`config.mk`:
```
export PLATFORM = sky130hd
export DESIGN_NAME = event_arbiter
export DESIGN_NICKNAME = d
export VERILOG_FILES = /design/src/rtl/event_arbiter.sv
export SDC_FILE = /design/constraint.sdc
export NUM_CORES = 1
export LEC_CHECK = 0
export ABC_AREA = 1
export CORE_ASPECT_RATIO = 0.9
export CORE_MARGIN = 2
export CORE_UTILIZATION = 45
export CTS_BUF_LIST = sky130_fd_sc_hd__clkbuf_4 sky130_fd_sc_hd__clkbuf_8
export CTS_CLUSTER_DIAMETER = 60
export CTS_CLUSTER_SIZE = 10
export DETAILED_ROUTE_END_ITERATION = 7
export GPL_TIMING_DRIVEN = 1
export PLACE_DENSITY = 0.7
export SYNTH_ARGS = -nofsm -noshare
export SYNTH_HDL_FRONTEND = slang
export SYNTH_SLANG_ARGS = --single-unit
```
`constraint.sdc`:
```
create_clock -name dest_clk -period 1.85 [get_ports dest_clk]
set_input_delay 0.37 -clock dest_clk [delete_from_list [all_inputs] [get_ports dest_clk]]
set_output_delay 0.37 -clock dest_clk [all_outputs]
set_load 0.005 [all_outputs]
```
`src/rtl/event_arbiter.sv`:
```
// event_arbiter: captures rising edges on asynchronous event inputs into
// destination-clock pending flags and grants them one at a time, in
// round-robin order, over a valid/ready handshake.
// Optional feature: define EVT_ARB_OVERFLOW_EN to add per-input sticky
// overflow flags (output overflow) with a per-input clear (input ovf_clr).
module event_arbiter #(
  parameter  int N_EVENTS = 4,
  parameter  int STAGES   = 2,
  localparam int ID_W     = $clog2(N_EVENTS)
) (
  input  logic                dest_clk,
  input  logic                rst_n,
  input  logic [N_EVENTS-1:0] evt_in,
  input  logic [N_EVENTS-1:0] evt_mask,
  input  logic                evt_ready,
  output logic                evt_valid,
  output logic [ID_W-1:0]     evt_id,
  output logic [N_EVENTS-1:0] pending
`ifdef EVT_ARB_OVERFLOW_EN
  ,
  output logic [N_EVENTS-1:0] overflow,
  input  logic [N_EVENTS-1:0] ovf_clr
`endif
);

  typedef enum logic {IDLE, GRANT} state_t;

  // Synchronizer chain: index 0 is the first flop after the async input.
  (* ASYNC_REG = "TRUE" *)
  logic [STAGES-1:0][N_EVENTS-1:0] sync_chain = '0;
  logic [N_EVENTS-1:0]             prev_q     = '0;
  logic [N_EVENTS-1:0]             pend_q     = '0;
  state_t                          state      = IDLE;
  logic                            valid_q    = 1'b0;
  logic [ID_W-1:0]                 id_q       = '0;
  logic [ID_W-1:0]                 rr_ptr     = '0;

  logic [N_EVENTS-1:0] sync_out;
  logic [N_EVENTS-1:0] edge_det;
  logic [N_EVENTS-1:0] set_vec;
  logic [N_EVENTS-1:0] id_onehot;
  logic [N_EVENTS-1:0] clr_vec;
  logic [N_EVENTS-1:0] pending_nxt;
  logic [N_EVENTS-1:0] other_pending;
  logic [ID_W-1:0]     ptr_next;
  logic                hshake;

  // First set bit of vec at or above ptr, wrapping modulo N_EVENTS.
  function automatic logic [ID_W-1:0] rr_pick(input logic [N_EVENTS-1:0] vec,
                                              input logic [ID_W-1:0]     ptr);
    logic [ID_W-1:0] sel;
    logic            found;
    int              idx;
    sel   = '0;
    found = 1'b0;
    for (int k = 0; k < N_EVENTS; k++) begin
      idx = (int'(ptr) + k) % N_EVENTS;
      if (!found && vec[idx[ID_W-1:0]]) begin
        sel   = idx[ID_W-1:0];
        found = 1'b1;
      end
    end
    return sel;
  endfunction

  assign sync_out  = sync_chain[STAGES-1];
  assign edge_det  = sync_out & ~prev_q;
  assign set_vec   = edge_det & evt_mask;
  assign hshake    = valid_q & evt_ready;
  assign id_onehot = N_EVENTS'(1) << id_q;
  assign clr_vec   = hshake ? id_onehot : '0;
  // A new edge on the granted input in the handshake cycle keeps its bit set.
  assign pending_nxt   = (pend_q & ~clr_vec) | set_vec;
  assign other_pending = pending_nxt & ~id_onehot;
  assign ptr_next      = (id_q == ID_W'(N_EVENTS - 1)) ? '0 : id_q + 1'b1;

  // Resynchronize the event levels and keep the previous synchronized value.
  always_ff @(posedge dest_clk) begin
    if (!rst_n) begin
      sync_chain <= '0;
      prev_q     <= '0;
    end else begin
      if (STAGES > 1) begin
        sync_chain <= {sync_chain[STAGES-2:0], evt_in};
      end else begin
        sync_chain <= evt_in;
      end
      prev_q <= sync_out;
    end
  end

  // Pending flags: set by unmasked edges, cleared by the handshake.
  always_ff @(posedge dest_clk) begin
    if (!rst_n) begin
      pend_q <= '0;
    end else begin
      pend_q <= pending_nxt;
    end
  end

  // Grant FSM: latch a round-robin id, hold it until accepted.
  always_ff @(posedge dest_clk) begin
    if (!rst_n) begin
      state   <= IDLE;
      valid_q <= 1'b0;
      id_q    <= '0;
      rr_ptr  <= '0;
    end else begin
      case (state)
        IDLE: begin
          if (|pend_q) begin
            state   <= GRANT;
            valid_q <= 1'b1;
            id_q    <= rr_pick(pend_q, rr_ptr);
          end
        end
        GRANT: begin
          if (evt_ready) begin
            rr_ptr <= ptr_next;
            if (|other_pending) begin
              id_q <= rr_pick(other_pending, ptr_next);
            end else begin
              state   <= IDLE;
              valid_q <= 1'b0;
            end
          end
        end
        default: begin
          state   <= IDLE;
          valid_q <= 1'b0;
        end
      endcase
    end
  end

`ifdef EVT_ARB_OVERFLOW_EN
  logic [N_EVENTS-1:0] ovf_q = '0;
  logic [N_EVENTS-1:0] ovf_set;

  // An edge that merges into a bit that stays pending is an overflow.
  assign ovf_set = set_vec & pend_q & ~clr_vec;

  // Sticky overflow flags; a new overflow beats a simultaneous clear.
  always_ff @(posedge dest_clk) begin
    if (!rst_n) begin
      ovf_q <= '0;
    end else begin
      ovf_q <= (ovf_q & ~ovf_clr) | ovf_set;
    end
  end

  assign overflow = ovf_q;
`endif

  assign evt_valid = valid_q;
  assign evt_id    = id_q;
  assign pending   = pend_q;

endmodule
```
# ---- Word level (Yosys, flattened, before mapping)
# Cells that the tools add are included.
dict set report word_totals {
  in_bits 11
  output_inout_bits 7
  wordCells 121
  ff_bits 22
}
dict set report classes {
  n_mux 65
  order_cmp 8
  shift 1
  eq_ne 5
  n_bitwise 10
  n_reduce_logical 17
  addsub 7
}
# cell n
set ops {}
lappend ops {{$mux 1} 41}
lappend ops {{$lt 2x3->1 const B} 8}
lappend ops {{$mux 2} 12}
lappend ops {{$and 4x4->4} 4}
lappend ops {{$bmux 1 s2} 8}
lappend ops {{$not 4->4} 3}
lappend ops {{$add 2x2->2 const B} 4}
lappend ops {{$reduce_or 4->1} 2}
lappend ops {{$add 2x1->2 const B} 3}
lappend ops {{$logic_and 1x1->1} 6}
lappend ops {{$logic_not 1->1} 6}
lappend ops {{$ne 2x2->1 const B} 3}
lappend ops {{$reduce_and 3->1} 2}
lappend ops {{$mux 4} 1}
lappend ops {{$or 4x4->4} 1}
lappend ops {{$pmux 1 s2} 2}
lappend ops {{$pmux 2 s2} 1}
lappend ops {{$shl 1x2->4 const A} 1}
lappend ops {{$eq 2x2->1 const B} 1}
lappend ops {{$ne 2x1->1 const B} 1}
lappend ops {{$reduce_and 2->1} 1}
lappend ops {{$and 1x1->1} 1}
lappend ops {{$not 1->1} 1}

# ---- Logic depth before layout (Yosys ltp)
dict set report logic_depth {
  word_depth 33
  ltp_mapped 14
  ltp_nobuf 14
}

# ---- Worst setup path after synthesis
# OpenSTA, ideal clock, no wires.
dict set report synth_path {
  path_type {reg-to-reg}
  startpoint {reg id_q[0], in the netlist evt_id[0]}
  endpoint {reg id_q[0], in the netlist evt_id[0]}
  path_stages_with_launch 12
  required_ps 1780
  slack_ps 155
  setup_time_ps 70
  n_path_buf 0
  synth_period_minus_slack_ps 1695
  t_arrival_ps 1625
  cell_sequence {dfxtp_1 -> inv_1 -> ha_1 -> xor2_1 -> inv_1 -> nand2_1 -> nand2_1 -> nand2_1 -> nand2_1 -> nand2_1 -> nand3_1 -> a21oi_1}
}
dict set report synth_via {
  elab_cells_between_ends 52
  classes_between {4 x add/sub; 2 x eq/ne; 1 x shift; 32 x mux; 5 x bitwise; 8 x reduce/logical}
}
# item line_no
set synth_lines {}
lappend synth_lines {{start, declared} 35} ;# logic [ID_W-1:0] id_q = '0;
lappend synth_lines {{start signal, assigned} 114} ;# id_q <= rr_pick(pend_q, rr_ptr);
lappend synth_lines {{start signal, assigned} 121} ;# id_q <= rr_pick(other_pending, ptr_next);
lappend synth_lines {{$add 2x1->2 or $eq 2x2->1 (tied branches)} 75} ;# assign ptr_next = (id_q == ID_W'(N_EVENTS - 1)) ? '0 : id_q + 1'b1;
lappend synth_lines {{$mux 2 (*)} 75}
lappend synth_lines {{named net ptr_next[1]} 45} ;# logic [ID_W-1:0] ptr_next;
lappend synth_lines {{$bmux 1 s2} 58} ;# if (!found && vec[idx[ID_W-1:0]]) begin
lappend synth_lines {{$mux 1 (not written as such)} 58}
lappend synth_lines {{$mux 1} 58}
lappend synth_lines {{$mux 1} 120} ;# if (|other_pending) begin
lappend synth_lines {{$mux 1} 118} ;# if (evt_ready) begin
lappend synth_lines {{[... 14 more ...]} n/a}
lappend synth_lines {{$mux 1} 109} ;# case (state)
lappend synth_lines {{$mux 1} 103} ;# if (!rst_n) begin
lappend synth_lines {{$logic_not 1->1} 58}
lappend synth_lines {{$logic_and 1x1->1} 58}
lappend synth_lines {{$mux 2 (*)} 58}
lappend synth_lines {{$mux 2 (*)} 120}
lappend synth_lines {{$mux 2 (*)} 118}
lappend synth_lines {{$pmux 2 s2 (*)} 109}
# The timed path passes the listed nets; every way through them passes the cells marked *. The select of a mux whose other input is x is not followed.
# A chain may end at the register's enable or synchronous reset.

# ---- Final worst setup path
dict set report layout_path {
  startpoint {reg id_q[0], in the netlist evt_id[0]}
  endpoint {reg id_q[0], in the netlist evt_id[0]}
}
dict set report layout_via {
  elab_chain_len 33
  elab_cells_between_ends 52
  classes_between {4 x add/sub; 2 x eq/ne; 1 x shift; 32 x mux; 5 x bitwise; 8 x reduce/logical}
}
# item line_no
set layout_rtl {}
lappend layout_rtl {{$shl 1x2->4} 70} ;# assign id_onehot = N_EVENTS'(1) << id_q;
lappend layout_rtl {{$mux 4} 71} ;# assign clr_vec = hshake ? id_onehot : '0;
lappend layout_rtl {{$not 4->4} 73} ;# assign pending_nxt = (pend_q & ~clr_vec) | set_vec;
lappend layout_rtl {{$and 4x4->4} 73}
lappend layout_rtl {{$or 4x4->4} 73}
lappend layout_rtl {{$and 4x4->4} 74} ;# assign other_pending = pending_nxt & ~id_onehot;
lappend layout_rtl {{$bmux 1 s2} 58}
lappend layout_rtl {{$mux 1 (not written as such)} 58}
lappend layout_rtl {{[... 17 more ...]} n/a}
lappend layout_rtl {{$mux 1} 109}
lappend layout_rtl {{$mux 1} 103}
lappend layout_rtl {{$logic_not 1->1} 58}
lappend layout_rtl {{$logic_and 1x1->1} 58}
lappend layout_rtl {{$mux 2} 58}
lappend layout_rtl {{$mux 2} 120}
lappend layout_rtl {{$mux 2} 118}
lappend layout_rtl {{$pmux 2 s2} 109}
# Several ways; a longest one is shown, not always the timed one. The select of a mux whose other input is x is not followed.

==> results.txt <==
----------------------------------------------------
[Die]
  Row count ... 17
  Starting density of the core ... roughly half
  Total die area ... 3150 µm²
  Area of the core region ... 2510 µm²
  Total I/O pin count ... 18
  Chip width ... 59.0 µm
  Vertical extent of the die ... between 50 and 60 µm

[Synth]
  Area of the mapped netlist ... 1220 µm²
  Most instantiated library cell after synthesis ... sky130_fd_sc_hd__nand2_1
  Avg Inst Size Synth ... about 6.4 µm²
  Synthesized net count ... just over 200
  Post-synthesis register bit count ... 22
  Cells after synthesis ... around 190
  Largest area contributor in the netlist ... sky130_fd_sc_hd__dfxtp_1
  Share of synthesized flip-flops with an asynchronous set or reset ... 0%
  Area share of the leading cell type in the synthesized netlist ... 36.0%
  Post-synthesis sequential area ratio ... 36.0%
  Commonest cells in the netlist ... 61 x sky130_fd_sc_hd__nand2_1, 34 x sky130_fd_sc_hd__inv_1, 22 x sky130_fd_sc_hd__dfxtp_1
  Top area cells in the synthesized netlist ... sky130_fd_sc_hd__dfxtp_1 36%, sky130_fd_sc_hd__nand2_1 19%, sky130_fd_sc_hd__inv_1 10%
  Number of enable flip-flop cells after synthesis ... 0
  Number of distinct library cell variants in the gate-level netlist after synthesis ... 19
  Count of yosys warnings during synthesis ... 0
  Top flip-flop cell by instance count after synthesis ... sky130_fd_sc_hd__dfxtp_1

[Clock tree]
  Root Buffer ... sky130_fd_sc_hd__clkbuf_4
  Maximum buffer depth of the clock tree ... 2
  CTS Buf Count ... 3
  Number of clock sinks seen by CTS ... 22
  H-tree depth ... 1
  Clock tree from TritonCTS ... built
  Clock Pin Slew Worst Setup and Hold Paths ... 0.11 ns
  Clk_lat worst skew ... 0.30 ns

[Finish]
  Layout overhead on the synthesized area ... 30.9%
  Share of final-layout standard cells stronger than drive strength 1 ... around 15%
  Count of antenna diodes in the layout ... 0
  Final net count ... about 240

[STA]
  Final Max Tran Viols ... 0
  Transition at the pin with the smallest max-transition slack ... 0.403 ns
  Worst slew margin relative to its limit ... 72.9%
  Top achievable clock speed ... around 580 MHz
  Setup clock skew after layout ... 0.000915 ns
  Unrepaired setup endpoints after global routing ... true
  Fin crit share ... a little over nine tenths
  Number of hold violations in the final report ... 0
  Shortest clock period the worst path allows after layout ... 1.74 ns
  Setup violation total in the final timing report ... 0
  Setup_tns ... 0 ns

[Route]
  Via count ... 1279
  Post-DRT Antenna Nets ... 0
  First drt pass iteration count ... 4
  DRC violations left ... 0
  Iteration-0 DRC count of the detailed router ... 78
  WL final ... ~2800 µm
  Routed length per placed instance ... 11.4 µm
  Routed vias/inst ... 5.16

[Place]
  Detailed placer's ending HPWL ... 2250 µm
  Final weighted congestion in routability-driven placement ... 0.819
  Number of buffer cells added on primary ports ... 17

[Power and ir drop]
  Cell area power density ... between 700 and 800 nW/µm²
  Leakage power ... between 0.8 and 0.9 nW
  Overall power ... 1.21 mW
  Worst vdd ir ... 0.518 mV

[Critical path]
  Worst setup path class ... flip-flop to flip-flop
  Maximum fanout count along the critical path ... 5
  Data arrival time at the worst-slack endpoint ... 1.94 ns
  Kind of start point of the critical path ... flip-flop
  Required arrival time at the worst endpoint ... 2.05 ns
  Critical Path End Type ... flip-flop

[Global routing]
  Maximum number of pins on one net before global-route repair ... 13
  Number of antenna violations at the first check in global routing ... 0
  Overall track demand over capacity in global routing ... 19.9%
  Grt ovf ... 0
  First-pass GRT wire length ... 4850 µm
  Vias in the first global route ... 1222

[Run status]
  Run status ... complete, no violations

[Job]
  MaxCap Viol Count ... 0

[Min path]
  Type of the worst min-delay path ... flip-flop to flip-flop

----------------------------------------------------
final timing paths:
| check | startpoint | endpoint | slack [ns] | cells past startpoint |
|---|---|---|---|---|
| worst max-delay path | evt_id[0] | evt_id[0] | 0.11 | 11 |
| worst min-delay path | sync_chain[0] | sync_out[0] | 0.43 | 2 |
| worst max register to register | evt_id[0] | evt_id[0] | 0.11 | 11 |
| worst min register to register | sync_chain[0] | sync_out[0] | 0.43 | 2 |
worst max-delay path, cell delays in order (launching register included):
cell,delay (ns)
sky130_fd_sc_hd__dfxtp_4,0.38
sky130_fd_sc_hd__inv_1,0.08
sky130_fd_sc_hd__ha_2,0.18
sky130_fd_sc_hd__nand3_1,0.08
sky130_fd_sc_hd__nand2_1,0.12
sky130_fd_sc_hd__nand2_2,0.08
sky130_fd_sc_hd__nand2_1,0.08
sky130_fd_sc_hd__nand4_1,0.16
sky130_fd_sc_hd__a21oi_2,0.21
sky130_fd_sc_hd__inv_1,0.09
sky130_fd_sc_hd__o21ai_1,0.12
sky130_fd_sc_hd__a21oi_1,0.05
metal layers:
metal | track usage, % | routed length, µm
met1 | 23.8 | 1250
met2 | 38.0 | 1440
met3 | 3.67 | 152
met4 | 1.52 | 0
met5 | 0 | 0
metrics by stage:
stage / area (µm²) / setup WS, ns / utilization [%] / hold slack [ns] / instances
after floorplan: 1220 / 0.155 / - / 0.386 / 191
after global placement: 1480 / -0.172 / 58.9 / 0.391 / 242
after detailed placement: 1480 / -0.256 / 58.9 / 0.400 / 242
after CTS: 1510 / 0.00838 / 60.3 / 0.425 / 246
after global routing: 1600 / 0.00123 / 63.8 / 0.450 / 248
final: 1600 / 0.111 / 63.8 / 0.425 / 248
where the power goes:
group          switching, mW  internal, mW
registers             0.0322         0.504
clock network          0.135         0.120
logic                  0.228         0.193
total                  0.395         0.817
layout make-up:
class / instances / area (µm²)
sequential: 22 / 449
tap: 28 / 35.0
timing repair buffer: 28 / 268
multi-input combinational: 132 / 686
clock buffer: 4 / 36.3
fill: 230 / 908
inverter: 34 / 128
sequential cells by signal, summed over array words and instances (netlist names):
name        flops
pending         4
evt_valid       1
sync_out        4
sync_chain      4
prev_q          4
rr_ptr          2
state           1
evt_id          2
cell usage in the layout (no fill, tap or decap):
cell type and count:
sky130_fd_sc_hd__a211oi_1 1, sky130_fd_sc_hd__xor2_4 1, sky130_fd_sc_hd__nand4_1 2, sky130_fd_sc_hd__nand2_1 56, sky130_fd_sc_hd__clkbuf_8 1, sky130_fd_sc_hd__dlymetal6s2s_1 1
sky130_fd_sc_hd__ha_1 2, sky130_fd_sc_hd__a21oi_2 2, sky130_fd_sc_hd__and2_1 1, sky130_fd_sc_hd__nand2_2 5, sky130_fd_sc_hd__nand3b_1 5, sky130_fd_sc_hd__o21ai_0 9
sky130_fd_sc_hd__nor2_1 9, sky130_fd_sc_hd__o21ai_1 3, sky130_fd_sc_hd__inv_1 32, sky130_fd_sc_hd__buf_12 1, sky130_fd_sc_hd__dfxtp_1 19, sky130_fd_sc_hd__nor4_1 1
sky130_fd_sc_hd__dfxtp_4 2, sky130_fd_sc_hd__ha_2 2, sky130_fd_sc_hd__clkbuf_4 3, sky130_fd_sc_hd__nor2_4 1, sky130_fd_sc_hd__buf_4 10, sky130_fd_sc_hd__nand3_2 1
sky130_fd_sc_hd__xnor2_1 1, sky130_fd_sc_hd__nand3_1 18, sky130_fd_sc_hd__dfxtp_2 1, sky130_fd_sc_hd__a21oi_1 12, sky130_fd_sc_hd__clkdlybuf4s50_1 16, sky130_fd_sc_hd__inv_2 2
cell families (layout without fill, tap and decap cells):
family	after synthesis	after routing	share of synthesized area, %
adders and majority gates	4	4	4.09
and+or+nand+nor	99	99	35.3
buffers and inverters	37	66	12.0
DFF	22	22	36.0
AOI/OAI and AO/OA	27	27	11.2
xor gates and xnor gates	2	2	1.43
what timing repair did:
item,4_1_cts,5_1_grt
setup buffers,0,2
setup endpoints to repair,0,2
hold buffers,0,0
gates resized for setup,0,22
(Power assumes the default switching activity.)
